File: src/rtl/pipeline_ctrl_if.sv
// Bundle between the pipeline stages and the hazard/stall controller.
// The stage side drives requests (master); the controller answers with controls (slave).
interface pipeline_ctrl_if #(
    parameter int CNT_W = 32
);
    logic             if_stall_req;
    logic             id_stall_req;
    logic             mem_stall_req;
    logic             ex_branch;
    logic [31:0]      ex_target;
    logic [4:0]       stall;
    logic [4:0]       bubble;
    logic             flush;
    logic [31:0]      new_pc;
    logic [CNT_W-1:0] stall_cycles;
    logic [CNT_W-1:0] flush_events;

    modport master (
        output if_stall_req, id_stall_req, mem_stall_req, ex_branch, ex_target,
        input  stall, bubble, flush, new_pc, stall_cycles, flush_events
    );

    modport slave (
        input  if_stall_req, id_stall_req, mem_stall_req, ex_branch, ex_target,
        output stall, bubble, flush, new_pc, stall_cycles, flush_events
    );
endinterface

File: src/rtl/pipeline_ctrl.sv
// Hazard and stall controller for the 5-stage pipeline: arbitrates stall/redirect
// requests, drives per-register hold/clear controls and keeps saturating perf counters.
module pipeline_ctrl #(
    parameter int FLUSH_CYCLES = 2,
    parameter int CNT_W        = 32
) (
    input  logic           clk,
    input  logic           rst,
    pipeline_ctrl_if.slave ctrl
);
    typedef enum logic {RUN, SQUASH} state_t;

    state_t           state_reg, state_next;
    logic [3:0]       sq_cnt_reg, sq_cnt_next;
    logic [CNT_W-1:0] stall_cnt_reg, flush_cnt_reg;

    logic [4:0]  stall_c;
    logic [4:0]  bubble_force;
    logic [4:0]  bubble_derived;
    logic        flush_c;
    logic [31:0] new_pc_c;

    // A register that advances while its upstream neighbour holds must take a bubble.
    assign bubble_derived[0] = 1'b0;
    generate
        for (genvar gi = 1; gi < 5; gi++) begin : g_bubble
            assign bubble_derived[gi] = stall_c[gi-1] & ~stall_c[gi];
        end
    endgenerate

    always_comb begin
        stall_c      = 5'b00000;
        bubble_force = 5'b00000;
        flush_c      = 1'b0;
        new_pc_c     = 32'h0;
        state_next   = state_reg;
        sq_cnt_next  = sq_cnt_reg;

        // The front end is on the wrong path for the whole squash window.
        if (state_reg == SQUASH)
            bubble_force[1] = 1'b1;

        if (ctrl.mem_stall_req) begin
            // EX is held, so a pending branch is simply seen again next cycle.
            stall_c = 5'b01111;
        end else if (ctrl.ex_branch) begin
            flush_c         = 1'b1;
            new_pc_c        = ctrl.ex_target;
            bubble_force[1] = 1'b1;
            bubble_force[2] = 1'b1;
            if (FLUSH_CYCLES > 1) begin
                state_next  = SQUASH;
                sq_cnt_next = 4'(FLUSH_CYCLES - 1);
            end else begin
                state_next  = RUN;
            end
        end else begin
            if (state_reg == SQUASH) begin
                sq_cnt_next = sq_cnt_reg - 4'd1;
                if (sq_cnt_next == 4'd0)
                    state_next = RUN;
            end
            if (ctrl.id_stall_req && state_reg == RUN)
                stall_c = 5'b00011;
            else if (ctrl.if_stall_req)
                stall_c = 5'b00001;
        end
    end

    always_ff @(posedge clk) begin
        if (rst) begin
            state_reg     <= RUN;
            sq_cnt_reg    <= 4'd0;
            stall_cnt_reg <= '0;
            flush_cnt_reg <= '0;
        end else begin
            state_reg  <= state_next;
            sq_cnt_reg <= sq_cnt_next;
            if (stall_c[0] && stall_cnt_reg != {CNT_W{1'b1}})
                stall_cnt_reg <= stall_cnt_reg + CNT_W'(1);
            if (flush_c && flush_cnt_reg != {CNT_W{1'b1}})
                flush_cnt_reg <= flush_cnt_reg + CNT_W'(1);
        end
    end

    // Everything visible is forced quiet for the whole reset cycle.
    assign ctrl.stall        = rst ? 5'b00000 : stall_c;
    assign ctrl.bubble       = rst ? 5'b00000 : (bubble_derived | bubble_force);
    assign ctrl.flush        = rst ? 1'b0 : flush_c;
    assign ctrl.new_pc       = rst ? 32'h0 : new_pc_c;
    assign ctrl.stall_cycles = rst ? '0 : stall_cnt_reg;
    assign ctrl.flush_events = rst ? '0 : flush_cnt_reg;
endmodule

File: src/flat_wrapper.sv
// flat-port wrapper written by rule: the top's interface ports become plain ports
module pipeline_ctrl_flat 
#(
    parameter int FLUSH_CYCLES = 2,
    parameter int CNT_W        = 32
)
  (clk, rst, ctrl_if_stall_req, ctrl_id_stall_req, ctrl_mem_stall_req, ctrl_ex_branch, ctrl_ex_target, ctrl_stall, ctrl_bubble, ctrl_flush, ctrl_new_pc, ctrl_stall_cycles, ctrl_flush_events);
  pipeline_ctrl_if #(.CNT_W(CNT_W)) ctrl_i ();
  input  logic clk;
  input  logic rst;
  input wire logic [$bits(ctrl_i.if_stall_req)-1:0] ctrl_if_stall_req;
  input wire logic [$bits(ctrl_i.id_stall_req)-1:0] ctrl_id_stall_req;
  input wire logic [$bits(ctrl_i.mem_stall_req)-1:0] ctrl_mem_stall_req;
  input wire logic [$bits(ctrl_i.ex_branch)-1:0] ctrl_ex_branch;
  input wire logic [$bits(ctrl_i.ex_target)-1:0] ctrl_ex_target;
  output wire logic [$bits(ctrl_i.stall)-1:0] ctrl_stall;
  output wire logic [$bits(ctrl_i.bubble)-1:0] ctrl_bubble;
  output wire logic [$bits(ctrl_i.flush)-1:0] ctrl_flush;
  output wire logic [$bits(ctrl_i.new_pc)-1:0] ctrl_new_pc;
  output wire logic [$bits(ctrl_i.stall_cycles)-1:0] ctrl_stall_cycles;
  output wire logic [$bits(ctrl_i.flush_events)-1:0] ctrl_flush_events;
  assign ctrl_i.if_stall_req = ctrl_if_stall_req;
  assign ctrl_i.id_stall_req = ctrl_id_stall_req;
  assign ctrl_i.mem_stall_req = ctrl_mem_stall_req;
  assign ctrl_i.ex_branch = ctrl_ex_branch;
  assign ctrl_i.ex_target = ctrl_ex_target;
  assign ctrl_stall = ctrl_i.stall;
  assign ctrl_bubble = ctrl_i.bubble;
  assign ctrl_flush = ctrl_i.flush;
  assign ctrl_new_pc = ctrl_i.new_pc;
  assign ctrl_stall_cycles = ctrl_i.stall_cycles;
  assign ctrl_flush_events = ctrl_i.flush_events;
  pipeline_ctrl #(.FLUSH_CYCLES(FLUSH_CYCLES), .CNT_W(CNT_W)) u_core (.clk(clk), .rst(rst), .ctrl(ctrl_i));
endmodule
File: config.mk
export PLATFORM = sky130hd
export DESIGN_NAME = pipeline_ctrl_flat
export DESIGN_NICKNAME = d
export VERILOG_FILES = /design/src/rtl/pipeline_ctrl_if.sv /design/src/rtl/pipeline_ctrl.sv /design/src/flat_wrapper.sv
export SDC_FILE = /design/constraint.sdc
export NUM_CORES = 1
export LEC_CHECK = 0
export CAP_MARGIN = 40
export CORE_MARGIN = 2
export CORE_UTILIZATION = 40
export CTS_CLUSTER_SIZE = 40
export DETAILED_ROUTE_END_ITERATION = 10
export MAX_ROUTING_LAYER = met4
export PLACE_DENSITY = 0.72
export SKIP_LAST_GASP = 1
export SLEW_MARGIN = 5
export SYNTH_ARGS = -nofsm -noshare
export SYNTH_HDL_FRONTEND = slang
export SYNTH_SLANG_ARGS = --single-unit
File: constraint.sdc
create_clock -name clk -period 1.75 [get_ports clk]
set_input_delay 0.35 -clock clk [delete_from_list [all_inputs] [get_ports clk]]
set_output_delay 0.35 -clock clk [all_outputs]
set_load 0.05 [all_outputs]
Yosys cells after proc, flatten, opt, wreduce, memory -nomap -nowiden
Index checks and enable logic that the tools add are counted.
{"block": "word_totals", "regBits": 69, "inputBits": 38, "output_inout_bits": 107, "word_cells": 48}
{"block": "op_classes", "add_sub_neg": 3, "n_eq_ne": 2, "muxes": 22, "bitwise_logic": 11, "n_reduce_logical": 6}
{"op": "$mux 32", "n": 5}
{"op": "$add 32x1->32 const B", "n": 2}
{"op": "$ne 32x32->1 const B", "n": 2}
{"op": "$mux 5", "n": 5}
{"op": "$mux 1", "n": 8}
{"op": "$mux 4", "n": 2}
{"op": "$not 1->1", "n": 6}
{"op": "$or 5x3->5", "n": 1}
{"op": "$and 1x1->1", "n": 4}
{"op": "$logic_not 4->1", "n": 1}
{"op": "$mux 2", "n": 2}
{"op": "$sub 4x1->4 const B", "n": 1}
{"op": "$logic_and 1x1->1", "n": 3}
{"op": "$reduce_and 2->1", "n": 1}
{"op": "$reduce_bool 2->1", "n": 1}

Logic depth before layout (Yosys ltp)
Gate-level depths: netlist of run 1.
{"block": "depth", "word_depth": 9, "ltp_mapped": 8}

Worst setup path after synthesis of run 1
Ideal clock, no wire load.
{"block": "synth_timing", "path_kind": "input to output", "start": "in ctrl_mem_stall_req", "end": "out ctrl_new_pc[22]", "arrival_time_ns": 1.864, "setup_slack_ns": -0.464, "path_stages": 4, "path_buffers": 1, "path_cell_list": "nand2b_2 > nor2_1 > clkbuf_1 > and2_1"}
{"block": "synth_via", "elab_chain_len": 2}
{"element": "start: declaration", "line": "flat_wrapper.sv:13", "text": "input wire logic [$bits(ctrl_i.mem_stall_req)-1:0] ctrl_mem_stall_req;"}
{"element": "$mux 32", "line": "pipeline_ctrl.sv:43", "text": "if (ctrl.mem_stall_req) begin"}
{"element": "$mux 32", "line": "pipeline_ctrl.sv:90", "text": "assign ctrl.new_pc = rst ? 32'h0 : new_pc_c;"}
{"element": "end: declaration", "line": "flat_wrapper.sv:19", "text": "output wire logic [$bits(ctrl_i.new_pc)-1:0] ctrl_new_pc;"}
No other way between the ends.

Worst setup path in the final report of run 1
{"block": "layout_timing", "start": "reg u_core.stall_cnt_reg[0]", "end": "reg u_core.stall_cnt_reg[12]"}
{"block": "layout_via", "elab_chain_len": 2, "word_cells_on_any_way": 3, "cone_classes": "add/sub: 1; eq/ne: 1; reduce/logical: 1"}
{"element": "start: declaration", "line": "pipeline_ctrl.sv:15", "text": "logic [CNT_W-1:0] stall_cnt_reg, flush_cnt_reg;"}
{"element": "start signal: assignment", "line": "pipeline_ctrl.sv:80", "text": "stall_cnt_reg <= stall_cnt_reg + CNT_W'(1);"}
{"element": "parallel branches: the longest is 2 deep, another holds $add 32x1->32"}
Parallel ways; which one is timed is not known.
A chain may end at the register's enable or synchronous reset.

==> results of run 1 <==
[synth_stat cells, drive strengths merged (4+ instances only)]
master	number
and3	5
o21ai	25
o31ai	8
nor4	9
mux2	17
and2	35
buf	16
clkbuf	16
nand2b	4
and4	14
nand3	25
a21oi	21
nor3	16
ha	4
nand4	12
nand2	36
dfxtp	69
xnor2	14
nor2	60
inv	13
nor2b	59
or3	13
or4	19
[worst reg2reg max path, stage by stage, from the launching register on]
cell	delay, ns
dfxtp_4	0.37
ha_4	0.13
and4_4	0.24
nand4_4	0.12
o31ai_4	0.34
buf_6	0.19
o21ai_0	0.13
a21oi_1	0.36
[per-layer routing]
metal,track usage (%),wire (um),part of all wire [%],vias to the layer above
met5,-,0,0,-
met4,13.1,1240,6.2,0
met3,6.50,1870,9.4,132
met2,51.1,10000,50,381
met1,29.9,6760,34,2602
li1,-,-,-,2449
[metrics by stage]
| stage | instance area (sq um) | setup WS [ns] | total power, mW |
|---|---|---|---|
| floorplan | 4480 | -0.0858 | 1.99 |
| global placement | 7420 | -0.523 | 2.29 |
| detailed placement | 7420 | -0.601 | 2.31 |
| CTS | 8200 | -0.141 | 3.56 |
| global route | 8650 | -0.335 | 3.74 |
| finish | 8650 | -0.242 | 3.66 |
[where the power goes]
group	internal (mW)	total, mW	switching, mW
registers	1.58	1.60	0.0199
clock network	0.574	1.23	0.655
logic	0.407	0.837	0.429
[cell usage in the layout (no fill, tap or decap), drive strengths merged, types with 2 or more instances in the layout]
master | Yosys | routed
xnor2 | 14 | 14
nand3 | 25 | 25
a31oi | 2 | 2
nor2b | 59 | 59
inv | 13 | 13
a211oi | 3 | 3
a21oi | 21 | 21
mux2 | 17 | 17
and3 | 5 | 5
o21bai | 2 | 2
dlygate4sd2 | 0 | 2
or3 | 13 | 13
clkinv | 0 | 2
clkdlybuf4s50 | 0 | 32
nor4 | 9 | 9
ha | 4 | 4
or4 | 19 | 19
buf | 16 | 270
conb | 1 | 3
xor2 | 3 | 3
o21ai | 25 | 25
dfxtp | 69 | 69
nand2 | 36 | 36
o31ai | 8 | 8
and2 | 35 | 35
nand4 | 12 | 12
nor2 | 60 | 60
and4 | 14 | 14
nand2b | 4 | 4
nor3 | 16 | 16
clkbuf | 16 | 12
[cell type report]
class / count / area [sq um]
flip-flops and latches: 69 / 1440
inverters: 13 / 48.8
fillers: 522 / 1630
clock buffers: 12 / 155
clock inverters: 2 / 10.0
repair buffers: 304 / 3480
multi-input cells: 423 / 3350
well taps: 136 / 170
[worst max-delay path by stage]
stage | endpoint | from | slack [ns] | cells past startpoint
3_3_place_gp | u_core.flush_cnt_reg[15]$_SDFFE_PP0P_ | ctrl_mem_stall_req | -0.52 | 6
3_5_place_dp | u_core.flush_cnt_reg[15]$_SDFFE_PP0P_ | ctrl_mem_stall_req | -0.60 | 6
4_1_cts | u_core.flush_cnt_reg[5]$_SDFFE_PP0P_ | u_core.flush_cnt_reg[29]$_SDFFE_PP0P_ | -0.14 | 5
2_1_floorplan | ctrl_flush_events[22] | rst | -0.09 | 3
6_report | u_core.stall_cnt_reg[12]$_SDFFE_PP0P_ | u_core.stall_cnt_reg[0]$_SDFFE_PP0P_ | -0.24 | 7
5_1_grt | u_core.stall_cnt_reg[12]$_SDFFE_PP0P_ | u_core.stall_cnt_reg[0]$_SDFFE_PP0P_ | -0.34 | 7
[repair_timing]
action,in CTS,in global routing
setup buffers,24,21
gates cloned,4,0
resized for setup,100,94
hold buffers,0,0
pin swaps,27,40
setup endpoints to repair,103,92
[logic make-up after synthesis]
kind of cell	Yosys count	share of synthesized area, %
AOI/OAI and AO/OA	69	10.9
xor gates and xnor gates	17	3.52
adders and majority gates	4	1.18
buffers and inverters	45	4.76
DFF	69	32.7
muxes	18	4.76
other	1	0.0887
and+or+nand+nor	312	42.1
==> flow_metrics.tcl, run 1 <==
set metrics [dict create \
    post-route-util_pct 84.2 \
    viasPerCell 5.80 \
    reg2reg_to "u_core.stall_cnt_reg[12]$_SDFFE_PP0P_" \
    place_inst 899 \
    critPathRequiredTime_ns 1.98 \
    ir_drop_v 0.000460 \
    critPathBufInv 1 \
    status "finished with violations" \
    hold_viol 0 \
    finalMaxSlewViolations 0 \
    power-per-cell-area_nw_per_um2 424 \
    setup.worst_path.end_class "register" \
    dieHeight_um 107 \
    drive_gt1_share_pct 57.8 \
    period_minus_slack_ns 1.99 \
    grt_pass1_vias 5183 \
    cts_tree "done" \
    dr.pass1.iters 5 \
    yosysTopAreaCell "dfxtp_1" \
    slew_headroom_pct 65.1 \
    synthToLayoutAreaGrowth_pct 105 \
    clk_latency_ns 0.36 \
    gr-usage-all-layers_pct 28.6 \
    ios 145 \
    ys.flop_type "dfxtp_1" \
    netlist_area_sq_um 4230 \
    gp_congestion 0.874 \
    rsz0062_at_grt "yes" \
    fin_hold_ws_ns 0.477 \
    drc 0 \
    yosysUniqueCellTypes 54 \
    antenna_found_initial 0 \
    rr_startpoint "u_core.stall_cnt_reg[0]$_SDFFE_PP0P_" \
    min_from "rst" \
    fmax_mhz 502 \
    syn_area_per_cell_sq_um 7.90 \
    dieArea_sq_um 11400 \
    setup_viol_count_final 55 \
    ys_ff_latch 69 \
    synth_area_leaders "dfxtp_1, nor2b_1, nor2_1" \
    path_max_fanout 5 \
    post-dp-hpwl_um 11000 \
    vias 5564 \
    fin_crit_sh_pct 114 \
    ys_seq_area_share_pct 32.7 \
    wl_per_cell_um 20.8 \
    leakage_nw 3.56 \
    fin_skew_ns 0.0184 \
    async_reset_ff_share_pct 0 \
    synth_enable_flop_cells 0 \
    path_clk_slew_ns 0.08 \
    clkSinkCount 69 \
    slowest_stage "dfxtp_4" \
    path_cells "ha_4 -> and4_4 -> nand4_4 -> o31ai_4 -> buf_6 -> o21ai_0 -> a21oi_1" \
    startpoint_type "register" \
    critical_path_class "reg -> reg" \
    maxCapViolations 0 \
    h-tree-depth 3 \
    drt_iter0_drc 369 \
    antenna_left 0 \
    wirelength_um 19900 \
    max-clock-path-buffers 2 \
    cts-buffers-inserted 9 \
    crit_family "compound AO/OA/AOI/OAI gates" \
    arrival_ns 2.22 \
    whs_endpoint "u_core.flush_cnt_reg[28]$_SDFFE_PP0P_" \
    gr-total-overflow 0 \
    synth_cells 535 \
    holdPathStages 3 \
    worst_slack_ns -0.242 \
    core_sq_um 10300 \
    io_buffers 141 \
    fin_setup_tns_ns -5.57 \
    synth_warnings 0 \
    rows 37 \
    rr_worst_depth 7 \
    grt_pass1_wl_um 25300 \
    nets 862 \
    layoutNonFillerInstCount 959 \
    min_path_type "in -> reg" \
    r2r_slack_ns -0.24 \
    synth_top_area_share_pct 32.7 \
    antenna_cells 0 \
    violations "negative setup slack" \
    worst_pin_slew_ns 0.522 \
    slowest_delay_ns 0.37 \
    grt_max_degree 59 \
    start_util_pct 41.1 \
    die_x_um 107 \
    cts-root-buf "clkbuf_8" \
]
(Power assumes the default switching activity.)
==> run 2: changes to the inputs <==
- CAP_MARGIN: 40 -> unset
==> results of run 2 <==
The final DEF is identical to that of run 1; final timing and power are the same.
==> run 3: changes to the inputs <==
- HOLD_SLACK_MARGIN: unset -> 0.02
- SKIP_CTS_REPAIR_TIMING: unset -> 1
==> run 3 against run 2 <==
  * The run still ends with negative setup slack left
  * Final area is 3.8% lower
  * Non-clock buffer count shrank 22
  * Die area did not move
  * Core utilization is 3.2 points lower
  * Critical path depth decreased by 1
  * Largest power group unchanged
==> flow_metrics.tcl, run 3 (synthesis gave the netlist of run 1 again) <==
set metrics [dict create \
    vias 5083 \
    power_switching_share_pct 28.9 \
    clkSinkCount 69 \
    drive_gt1_share_pct 55.4 \
    combPwrFrac_pct 21.3 \
    drt_iter0_drc 290 \
    rows 37 \
    antenna_left 0 \
    layoutNonFillerInstCount 937 \
    maxCapViolations 0 \
    post-dp-hpwl_um 11000 \
    violations "negative setup slack" \
    mostFrequentLayoutCells "buf_4, buf_12, nor2_1" \
    ir_drop_v 0.000655 \
    fin_hold_ws_ns 0.492 \
    critPathBufInv 1 \
    wl_per_cell_um 17.9 \
    setup_viol_count_final 40 \
    worst_slack_ns -0.192 \
    startpoint_type "register" \
    path_cells "nand4_1 -> or4_4 -> o31ai_4 -> buf_6 -> nor3_2 -> mux2_1" \
    slowest_delay_ns 0.60 \
    die_x_um 107 \
    path_max_fanout 7 \
    fin_setup_tns_ns -2.57 \
    r2r_slack_ns -0.19 \
    leakage_nw 3.39 \
    cts_tree "done" \
    fin_crit_sh_pct 111 \
    grt_pass1_vias 4671 \
    synthToLayoutAreaGrowth_pct 96.9 \
    seqPwrFrac_pct 45.2 \
    arrival_ns 2.18 \
    crit_family "simple AND/OR/NAND/NOR gates" \
    dieHeight_um 107 \
    slowest_stage "or4_4" \
    grt_max_degree 59 \
    viasPerCell 5.42 \
    fillers 605 \
    gr-usage-all-layers_pct 24.7 \
    place_ws_ns -0.601 \
    setup.worst_path.end_class "register" \
    min_path_type "in -> reg" \
    clkPwrFrac_pct 33.5 \
    status "finished with violations" \
    ios 145 \
    finalPower_mw 3.54 \
    h-tree-depth 3 \
    io_buffers 141 \
    antenna_found_initial 0 \
    place_inst 899 \
    path_clk_slew_ns 0.08 \
    nets 840 \
    dr.pass1.iters 5 \
    finalMaxSlewViolations 0 \
    cts-root-buf "clkbuf_8" \
    rsz0062_at_grt "yes" \
    gp_congestion 0.874 \
    power-per-cell-area_nw_per_um2 425 \
    fmax_mhz 515 \
    critical_path_class "reg -> reg" \
    p_int_mw 2.51 \
    critPathRequiredTime_ns 1.99 \
    wirelength_um 16800 \
    cts-buffers-inserted 9 \
    core_sq_um 10300 \
    post-route-util_pct 81.0 \
    power.switching_mw 1.02 \
    drc 0 \
    dpl_cell_area_sq_um 7420 \
    grt_pass1_wl_um 22300 \
    max-clock-path-buffers 2 \
    hold_viol 0 \
    layout_commonest_cell "buf_4" \
    gr-total-overflow 0 \
    start_util_pct 41.1 \
    dieArea_sq_um 11400 \
    period_minus_slack_ns 1.94 \
    clk_latency_ns 0.34 \
    fin_area_sq_um 8320 \
    antenna_cells 0 \
    fin_skew_ns 0.0159 \
]
[run 3: power by group through the flow]
stage,Clock [mW],Sequential (mW),Combinational [mW]
2_1_floorplan,0,1.64,0.354
4_1_cts,1.18,1.60,0.674
6_report,1.18,1.60,0.754
3_3_place_gp,0,1.64,0.656
3_5_place_dp,0,1.64,0.672
5_1_grt,1.25,1.60,0.792
[run 3: worst register-to-register path, delay by kind of cell (launching register included)]
family | cells | cell delay, ns
DFF | 1 | 0.35
muxes | 1 | 0.29
and+or+nand+nor | 3 | 0.78
buffers and inverters | 1 | 0.16
AOI/OAI and AO/OA | 1 | 0.25
[run 3: final cells by class]
cell class	instances	area, sq um	area share, %
clock buffers	12	155	1.86
flip-flops and latches	69	1430	17.2
clock inverters	2	10.0	0.120
repair buffers	282	3240	38.9
inverters	13	48.8	0.586
well taps	136	170	2.04
multi-input cells	423	3280	39.4
[run 3: final timing paths]
path	startpoint	endpoint	depth (start not counted)
worst max register to register	u_core.flush_cnt_reg[29]$_SDFFE_PP0P_	u_core.flush_cnt_reg[5]$_SDFFE_PP0P_	6
worst max-delay path	u_core.flush_cnt_reg[29]$_SDFFE_PP0P_	u_core.flush_cnt_reg[5]$_SDFFE_PP0P_	6
worst min register to register	u_core.stall_cnt_reg[12]$_SDFFE_PP0P_	u_core.stall_cnt_reg[12]$_SDFFE_PP0P_	2
worst min-delay path	rst	u_core.flush_cnt_reg[29]$_SDFFE_PP0P_	3
[run 3: metal layers]
metal  vias to the layer above  track usage, %  part of all wire, %
met5                         -               -                    0
met4                         0            7.51                  3.3
met3                        39            4.86                  6.7
met2                       224            43.0                   53
met1                      2429            28.7                   37
li1                       2391               -                    -
